$ cat config.mk
export PLATFORM = sky130hd
export DESIGN_NAME = fpu_issue_sched
export DESIGN_NICKNAME = d
export VERILOG_FILES = /design/src/rtl/fpu_sched_pkg.sv /design/src/rtl/fpu_scoreboard.sv /design/src/rtl/fpu_issue_sched.sv
export SDC_FILE = /design/constraint.sdc
export NUM_CORES = 1
export LEC_CHECK = 0
export CORE_AREA = 2 2 92 94
export CTS_BUF_LIST = sky130_fd_sc_hd__clkbuf_4 sky130_fd_sc_hd__clkbuf_8
export CTS_CLUSTER_SIZE = 16
export DETAILED_ROUTE_END_ITERATION = 6
export DIE_AREA = 0 0 94 96
export DONT_BUFFER_PORTS = 1
export PLACE_DENSITY = 0.67
export SLEW_MARGIN = 20
export SYNTH_ARGS = -nofsm -noshare
export SYNTH_HDL_FRONTEND = slang
export SYNTH_SLANG_ARGS = --single-unit
$ cat constraint.sdc
create_clock -name clk -period 2.3 [get_ports clk]
set_input_delay 0 -clock clk [delete_from_list [all_inputs] [get_ports clk]]
set_output_delay 0 -clock clk [all_outputs]
set_load 0.05 [all_outputs]
$ cat src/rtl/fpu_sched_pkg.sv
// fpu_sched_pkg
//   Shared types for the FP issue scheduler.
//   - FP_AW         : FP register address width
//   - long_state_e  : state of the single iterative (fdiv/fsqrt) unit tracker
//   - short_entry_t : one stage of the fixed-latency short-op pipe
package fpu_sched_pkg;

    localparam int FP_AW = 5;

    typedef enum logic [1:0] {
        L_IDLE = 2'd0,
        L_BUSY = 2'd1,
        L_HOLD = 2'd2
    } long_state_e;

    typedef struct packed {
        logic             valid;
        logic             fd_en;
        logic [FP_AW-1:0] fd;
    } short_entry_t;

endpackage

$ cat src/rtl/fpu_scoreboard.sv
// fpu_scoreboard
//   One busy bit per FP register. A register becomes busy when an op that
//   writes it issues and becomes free on the cycle its writeback happens.
//   The hazard check looks only at the registered busy bits, so a bit that is
//   being cleared this cycle still reads as busy (no bypass).
// Ports
//   clk, rst            : clock, synchronous active-high reset (all bits free)
//   set_en, set_addr    : mark set_addr busy at the next edge
//   clr_en, clr_addr    : mark clr_addr free at the next edge
//   fs_en[2:0]          : source enables {fs3, fs2, fs1}
//   fs1/fs2/fs3_addr    : source registers to check (RAW)
//   fd_en, fd_addr      : destination to check (WAW)
//   hazard              : any enabled source or destination is busy
module fpu_scoreboard #(
    parameter int NREG = 32,
    parameter int AW   = $clog2(NREG)
) (
    input  logic          clk,
    input  logic          rst,
    input  logic          set_en,
    input  logic [AW-1:0] set_addr,
    input  logic          clr_en,
    input  logic [AW-1:0] clr_addr,
    input  logic [2:0]    fs_en,
    input  logic [AW-1:0] fs1_addr,
    input  logic [AW-1:0] fs2_addr,
    input  logic [AW-1:0] fs3_addr,
    input  logic          fd_en,
    input  logic [AW-1:0] fd_addr,
    output logic          hazard
);

    logic [NREG-1:0] busy_q;
    logic [NREG-1:0] busy_d;

    // Set and clear never target the same register in one cycle: a register
    // being written back is busy, so the WAW check keeps it from being set.
    always_comb begin
        busy_d = busy_q;
        if (clr_en) begin
            busy_d[clr_addr] = 1'b0;
        end
        if (set_en) begin
            busy_d[set_addr] = 1'b1;
        end
    end

    always_ff @(posedge clk) begin
        if (rst) begin
            busy_q <= '0;
        end else begin
            busy_q <= busy_d;
        end
    end

    assign hazard = (fs_en[0] & busy_q[fs1_addr])
                  | (fs_en[1] & busy_q[fs2_addr])
                  | (fs_en[2] & busy_q[fs3_addr])
                  | (fd_en    & busy_q[fd_addr]);

endmodule

$ cat src/rtl/fpu_issue_sched.sv
// fpu_issue_sched
//   Issue scheduler between FP decode and FP execution. A decoded op is held
//   until its registers are hazard-free, then started. Short ops enter a
//   LAT_SHORT-deep pipe; long ops (fdiv/fsqrt) go to one iterative unit that
//   pulses long_done. Both result streams share the single register-file
//   write port, short results taking priority.
// Parameters
//   NREG      : number of FP registers
//   LAT_SHORT : cycles from ex_start to short-op writeback (>= 1)
// Ports
//   clk, rst                  : clock, synchronous active-high reset
//   dec_valid / dec_ready     : decode handshake (see below)
//   dec_fs_en, dec_fs*_addr   : source read enables {fs3,fs2,fs1} and addresses
//   dec_fd_en, dec_fd_addr    : destination write enable and address
//   dec_long                  : op is fdiv/fsqrt
//   ex_start, ex_long         : start pulse to execution, started op is long
//   long_done                 : long unit result ready (1-cycle pulse)
//   wb_valid, wb_addr, wb_sel : register-file write (wb_sel 1 = long result)
//   halt_req                  : long unit not idle
//   perf_raw_stall, perf_long_cnt : only with FPU_SCHED_PERF_EN defined;
//                               stalled-cycle and long-issue counters,
//                               saturating at 16'hFFFF
// Handshake: an op transfers in a cycle where dec_valid and dec_ready are both
//   high; dec_ready is never high without dec_valid and is combinational on the
//   dec_* inputs. ex_start is that transfer. dec_* must stay stable while
//   dec_valid is high and dec_ready is low.
module fpu_issue_sched
    import fpu_sched_pkg::*;
#(
    parameter int NREG      = 32,
    parameter int LAT_SHORT = 3
) (
    input  logic             clk,
    input  logic             rst,
    input  logic             dec_valid,
    output logic             dec_ready,
    input  logic [2:0]       dec_fs_en,
    input  logic [FP_AW-1:0] dec_fs1_addr,
    input  logic [FP_AW-1:0] dec_fs2_addr,
    input  logic [FP_AW-1:0] dec_fs3_addr,
    input  logic             dec_fd_en,
    input  logic [FP_AW-1:0] dec_fd_addr,
    input  logic             dec_long,
    output logic             ex_start,
    output logic             ex_long,
    input  logic             long_done,
    output logic             wb_valid,
    output logic [FP_AW-1:0] wb_addr,
    output logic             wb_sel,
    output logic             halt_req
`ifdef FPU_SCHED_PERF_EN
    ,
    output logic [15:0]      perf_raw_stall,
    output logic [15:0]      perf_long_cnt
`endif
);

    localparam int AW = $clog2(NREG);

    long_state_e      state_q, state_d;
    logic             lfd_en_q, lfd_en_d;
    logic [FP_AW-1:0] lfd_q, lfd_d;

    short_entry_t     sp_q [LAT_SHORT];
    short_entry_t     sp_in_d;
    short_entry_t     tail;

    logic hazard;
    logic port_ok;
    logic issue;
    logic short_issue;
    logic tail_wr;
    logic long_wr;

    // ------------------------------------------------------------------
    // Issue decision
    // ------------------------------------------------------------------
    fpu_scoreboard #(
        .NREG (NREG)
    ) u_scoreboard (
        .clk      (clk),
        .rst      (rst),
        .set_en   (issue & dec_fd_en),
        .set_addr (dec_fd_addr[AW-1:0]),
        .clr_en   (wb_valid),
        .clr_addr (wb_addr[AW-1:0]),
        .fs_en    (dec_fs_en),
        .fs1_addr (dec_fs1_addr[AW-1:0]),
        .fs2_addr (dec_fs2_addr[AW-1:0]),
        .fs3_addr (dec_fs3_addr[AW-1:0]),
        .fd_en    (dec_fd_en),
        .fd_addr  (dec_fd_addr[AW-1:0]),
        .hazard   (hazard)
    );

    // Long ops need the unit free; short ops are held off only while a long
    // result waits for the write port, so the short pipe can drain.
    always_comb begin
        port_ok = 1'b0;
        if (dec_long) begin
            port_ok = (state_q == L_IDLE);
        end else begin
            port_ok = (state_q != L_HOLD);
        end
    end

    assign dec_ready   = dec_valid & ~hazard & port_ok;
    assign issue       = dec_ready;
    assign short_issue = issue & ~dec_long;
    assign ex_start    = issue;
    assign ex_long     = issue & dec_long;

    // ------------------------------------------------------------------
    // Short pipe: stage 0 is loaded on issue, the last stage is the tail
    // whose result goes to the write port in the same cycle.
    // ------------------------------------------------------------------
    always_comb begin
        sp_in_d = '0;
        if (short_issue) begin
            sp_in_d.valid = 1'b1;
            sp_in_d.fd_en = dec_fd_en;
            sp_in_d.fd    = dec_fd_addr;
        end
    end

    always_ff @(posedge clk) begin
        if (rst) begin
            for (int i = 0; i < LAT_SHORT; i++) begin
                sp_q[i] <= '0;
            end
        end else begin
            sp_q[0] <= sp_in_d;
            for (int i = 1; i < LAT_SHORT; i++) begin
                sp_q[i] <= sp_q[i-1];
            end
        end
    end

    assign tail    = sp_q[LAT_SHORT-1];
    assign tail_wr = tail.valid & tail.fd_en;

    // ------------------------------------------------------------------
    // Long unit tracker
    // ------------------------------------------------------------------
    always_ff @(posedge clk) begin
        if (rst) begin
            state_q  <= L_IDLE;
            lfd_en_q <= 1'b0;
            lfd_q    <= '0;
        end else begin
            state_q  <= state_d;
            lfd_en_q <= lfd_en_d;
            lfd_q    <= lfd_d;
        end
    end

    always_comb begin
        state_d  = state_q;
        lfd_en_d = lfd_en_q;
        lfd_d    = lfd_q;
        long_wr  = 1'b0;
        case (state_q)
            L_IDLE: begin
                // long_done is ignored here, e.g. after a reset mid-operation
                if (ex_long) begin
                    state_d  = L_BUSY;
                    lfd_en_d = dec_fd_en;
                    lfd_d    = dec_fd_addr;
                end
            end
            L_BUSY: begin
                if (long_done) begin
                    if (!lfd_en_q) begin
                        state_d = L_IDLE;
                    end else if (tail_wr) begin
                        state_d = L_HOLD;
                    end else begin
                        long_wr = 1'b1;
                        state_d = L_IDLE;
                    end
                end
            end
            L_HOLD: begin
                // No new short ops enter while here, so the tail empties
                // within LAT_SHORT cycles.
                if (!tail_wr) begin
                    long_wr = 1'b1;
                    state_d = L_IDLE;
                end
            end
            default: begin
                state_d = L_IDLE;
            end
        endcase
    end

    assign halt_req = (state_q != L_IDLE);

    // ------------------------------------------------------------------
    // Write port: long_wr is only raised when the tail is not writing.
    // ------------------------------------------------------------------
    assign wb_valid = tail_wr | long_wr;
    assign wb_sel   = long_wr;
    assign wb_addr  = tail_wr ? tail.fd : (long_wr ? lfd_q : '0);

`ifdef FPU_SCHED_PERF_EN
    logic [15:0] stall_cnt_q;
    logic [15:0] long_cnt_q;

    always_ff @(posedge clk) begin
        if (rst) begin
            stall_cnt_q <= '0;
            long_cnt_q  <= '0;
        end else begin
            if (dec_valid && !dec_ready && stall_cnt_q != 16'hFFFF) begin
                stall_cnt_q <= stall_cnt_q + 16'd1;
            end
            if (ex_long && long_cnt_q != 16'hFFFF) begin
                long_cnt_q <= long_cnt_q + 16'd1;
            end
        end
    end

    assign perf_raw_stall = stall_cnt_q;
    assign perf_long_cnt  = long_cnt_q;
`endif

endmodule

==> summary.txt <==
Synth
  • Post-Syn Nets: 438
  • Number of enable-type register cells in the synthesized netlist: 0
  • Cell taking the most area after synthesis: sky130_fd_sc_hd__dfxtp_1
  • Most frequently used flop master after synthesis: sky130_fd_sc_hd__dfxtp_1
  • Register area share after synthesis: 30.8%
  • Yosys warns: 0
  • Async set-or-reset flop fraction in the synthesized netlist: 0%
  • Proportion of netlist area held by the largest area contributor: 30.8%
  • Average footprint of a synthesized cell: 9.75 µm²
  • Post-synthesis instance area: 3960 µm²
  • Post-Syn Instances: 406
  • Total of flip-flops plus latches after synthesis: 61
  • Distinct cell type count after synthesis: 54
  • Most frequent cell after synthesis: sky130_fd_sc_hd__dfxtp_1
  • Commonest cells in the synthesized netlist: sky130_fd_sc_hd__dfxtp_1, sky130_fd_sc_hd__nor2b_1, sky130_fd_sc_hd__nand2_1
  • Synth top area cells: sky130_fd_sc_hd__dfxtp_1, sky130_fd_sc_hd__mux4_2, sky130_fd_sc_hd__mux2i_1

STA
  • Share of the cycle needed by the critical path after routing: 110%
  • Setup repair after global routing missed its margin: yes
  • Transition time of the tightest slew-check pin: 0.616 ns
  • Aggregate negative setup slack: -3.90 ns
  • Setup clock skew after layout: 0.0186 ns
  • Final Hold Fails: 0
  • Final Hold Slack: 0.0295 ns
  • Shortest clock period the worst path allows after layout: 2.54 ns
  • Fmax: 394 MHz
  • Setup-failing EPs final: 48
  • Count of final max-slew check failures: 0
  • Worst slew slack as a fraction of its limit: 58.8%
  • Final Worst Setup Slack: -0.238 ns

Power
  • Total power of the final layout: 0.00264 W
  • Pwr dens: 560 nW/µm²
  • Worst voltage drop across the vdd grid: 0.366 mV
  • Total leakage power: 1.70 nW

Clock network
  • Reg clk slew, reported paths: 0.09 ns
  • CTS tree: yes
  • CTS H-Tree Depth: 3
  • Source-to-sink clock delay at the later pin of the worst-skew pair: 0.35 ns
  • Number of sinks handled by clock tree synthesis: 61
  • Clock Tree Root: sky130_fd_sc_hd__clkbuf_8
  • TritonCTS buffer count: 9
  • CTS Buffer Depth: 2

Die
  • Num rows: 33
  • Die H: 96 µm
  • Starting density of the core: 49.2%
  • Die Footprint: 9020 µm²
  • Die X-Extent: 94 µm
  • Placeable core region: 8050 µm²
  • Number of top-level pins: 40

Setup path
  • Startpoint-to-endpoint class of the critical path: reg2out
  • Maximum fanout encountered on the critical timing path: 5
  • CP Launch Type: flip-flop
  • Critical Path RT: 2.30 ns
  • Critical Path End Type: primary output
  • Data arrival at the endpoint of the critical path: 2.54 ns

Global routing
  • Number of global-route vias before repair: 3375
  • Total congestion overflow after global routing: 0
  • Antenna violations before repair: 0
  • Wire length of the first global-routing pass: 17900 µm
  • Pin count of the biggest net entering global routing: 70
  • Overall track demand over capacity in global routing: 26.6%

Routing
  • Count of routing violations after the opening detailed-route iteration: 358
  • Total via count in the routed design: 3443
  • Count of TritonRoute iterations in the first routing pass: 5
  • Drt wl/cell: 21.7 µm
  • Detailed-route DRC error count: 0
  • Wire length after detailed routing: 11600 µm
  • Routed vias/inst: 6.44
  • Number of nets with antenna violations after routing: 0

Layout
  • Diodes inserted: 0
  • Number of filler instances in the final layout: 684
  • Post-layout net count: 457
  • Area added between synthesis and finish: 19.2%
  • Multi-input combinational cell area: 2680 µm²
  • Fraction of final layout cells with drive strength greater than 1: 27.9%
  • Flip-flop and latch area: 1230 µm²

Min path
  • Worst hold path type: in2reg

Placement
  • DP HPWL: 7780 µm
  • Count of buffers from port buffering: 0
  • Weighted congestion at the end of routability-driven global placement: 0.866

Status
  • Violated checks: negative setup slack
  • Run status: finished, violations left

Flow run
  • Max Cap Violations: 0
==> critical path, cell delays in order (launching register included) <==
cell	delay [ns]
sky130_fd_sc_hd__dfxtp_2	0.35
sky130_fd_sc_hd__mux4_2	0.47
sky130_fd_sc_hd__mux2i_1	0.16
sky130_fd_sc_hd__nor2_1	0.06
sky130_fd_sc_hd__a221o_1	0.29
sky130_fd_sc_hd__a32oi_4	0.36
sky130_fd_sc_hd__buf_6	0.16
sky130_fd_sc_hd__and3_4	0.19
sky130_fd_sc_hd__buf_12	0.13
==> per-stage QoR <==
stage	instances	setup WS (ns)	cell area [µm²]	util (%)
finish	535	-0.238	4720	58.6
global route	535	-0.305	4720	58.6
CTS	535	-0.214	4650	57.7
detailed placement	508	-0.129	4180	51.9
global placement	508	-0.000187	4180	51.9
floorplan	406	0.0422	3970	-
==> path summary, 6_finish.rpt <==
path                                              start                      end  slack, ns  cells after the start
worst max-delay path            u_scoreboard.busy_q[11]                  ex_long      -0.24                      8
worst min register to register               sp_q[0][9]              sp_q[0][16]       0.44                      1
worst max register to register  u_scoreboard.busy_q[11]   u_scoreboard.busy_q[2]      -0.13                      8
worst min-delay path                     dec_fd_addr[4]  u_scoreboard.busy_q[23]       0.03                      2
==> cells by family after synthesis <==
family / share of synthesized area (%)
buffers and inverters: 5.15
AOI/OAI and AO/OA: 15.9
and+or+nand+nor: 26.2
muxes: 21.0
DFF: 30.8
adders and majority gates: 0.948
==> where the power goes <==
| group | internal [W] | total, W | switching (W) | leakage [nW] |
|---|---|---|---|---|
| logic | 0.000153 | 0.000342 | 0.000189 | 1.08 |
| clock network | 0.000766 | 0.00122 | 0.000451 | 0.127 |
| registers | 0.00107 | 0.00108 | 0.0000108 | 0.498 |
==> registers in the layout (all words and copies together) (netlist names) <==
name and cells:
lfd_en_q 1, state_q 2, lfd_q 5, sp_q 21
u_scoreboard.busy_q 32
==> cell usage in the layout (no fill, tap or decap), types with 16 or more instances in the layout <==
cell type / count
sky130_fd_sc_hd__dfxtp_1: 50
sky130_fd_sc_hd__nor2b_1: 37
sky130_fd_sc_hd__nand2_1: 33
sky130_fd_sc_hd__mux2i_1: 30
sky130_fd_sc_hd__nand3b_1: 21
sky130_fd_sc_hd__o31ai_1: 20
sky130_fd_sc_hd__buf_4: 20
sky130_fd_sc_hd__mux4_2: 19
sky130_fd_sc_hd__nand2b_1: 16
sky130_fd_sc_hd__o21ai_0: 16
==> cell type report <==
class,count,share of cell area (%)
Clock inverter,5,2.28
Sequential cell,61,26.2
Inverter,10,0.875
Multi-Input combinational cell,305,56.7
Timing Repair Buffer,38,8.14
Clock buffer,11,3.07
Tap cell,105,2.78
==> per-layer routing <==
metal | GRT usage [%] | wire length, µm | up-vias
met5 | 0 | 0 | -
met4 | 10.6 | 304 | 0
met3 | 6.81 | 950 | 26
met2 | 45.5 | 5600 | 181
met1 | 32.2 | 4760 | 1666
li1 | - | - | 1570
==> repair_timing <==
action | in CTS | in global routing
setup endpoints to repair | 48 | 50
pin swaps | 8 | 4
buffers inserted | 3 | 0
endpoints found under the hold margin | 61 | 0
hold buffers | 9 | 0
resized for setup | 28 | 19
No activity file was read; power rests on OpenSTA's default activity.
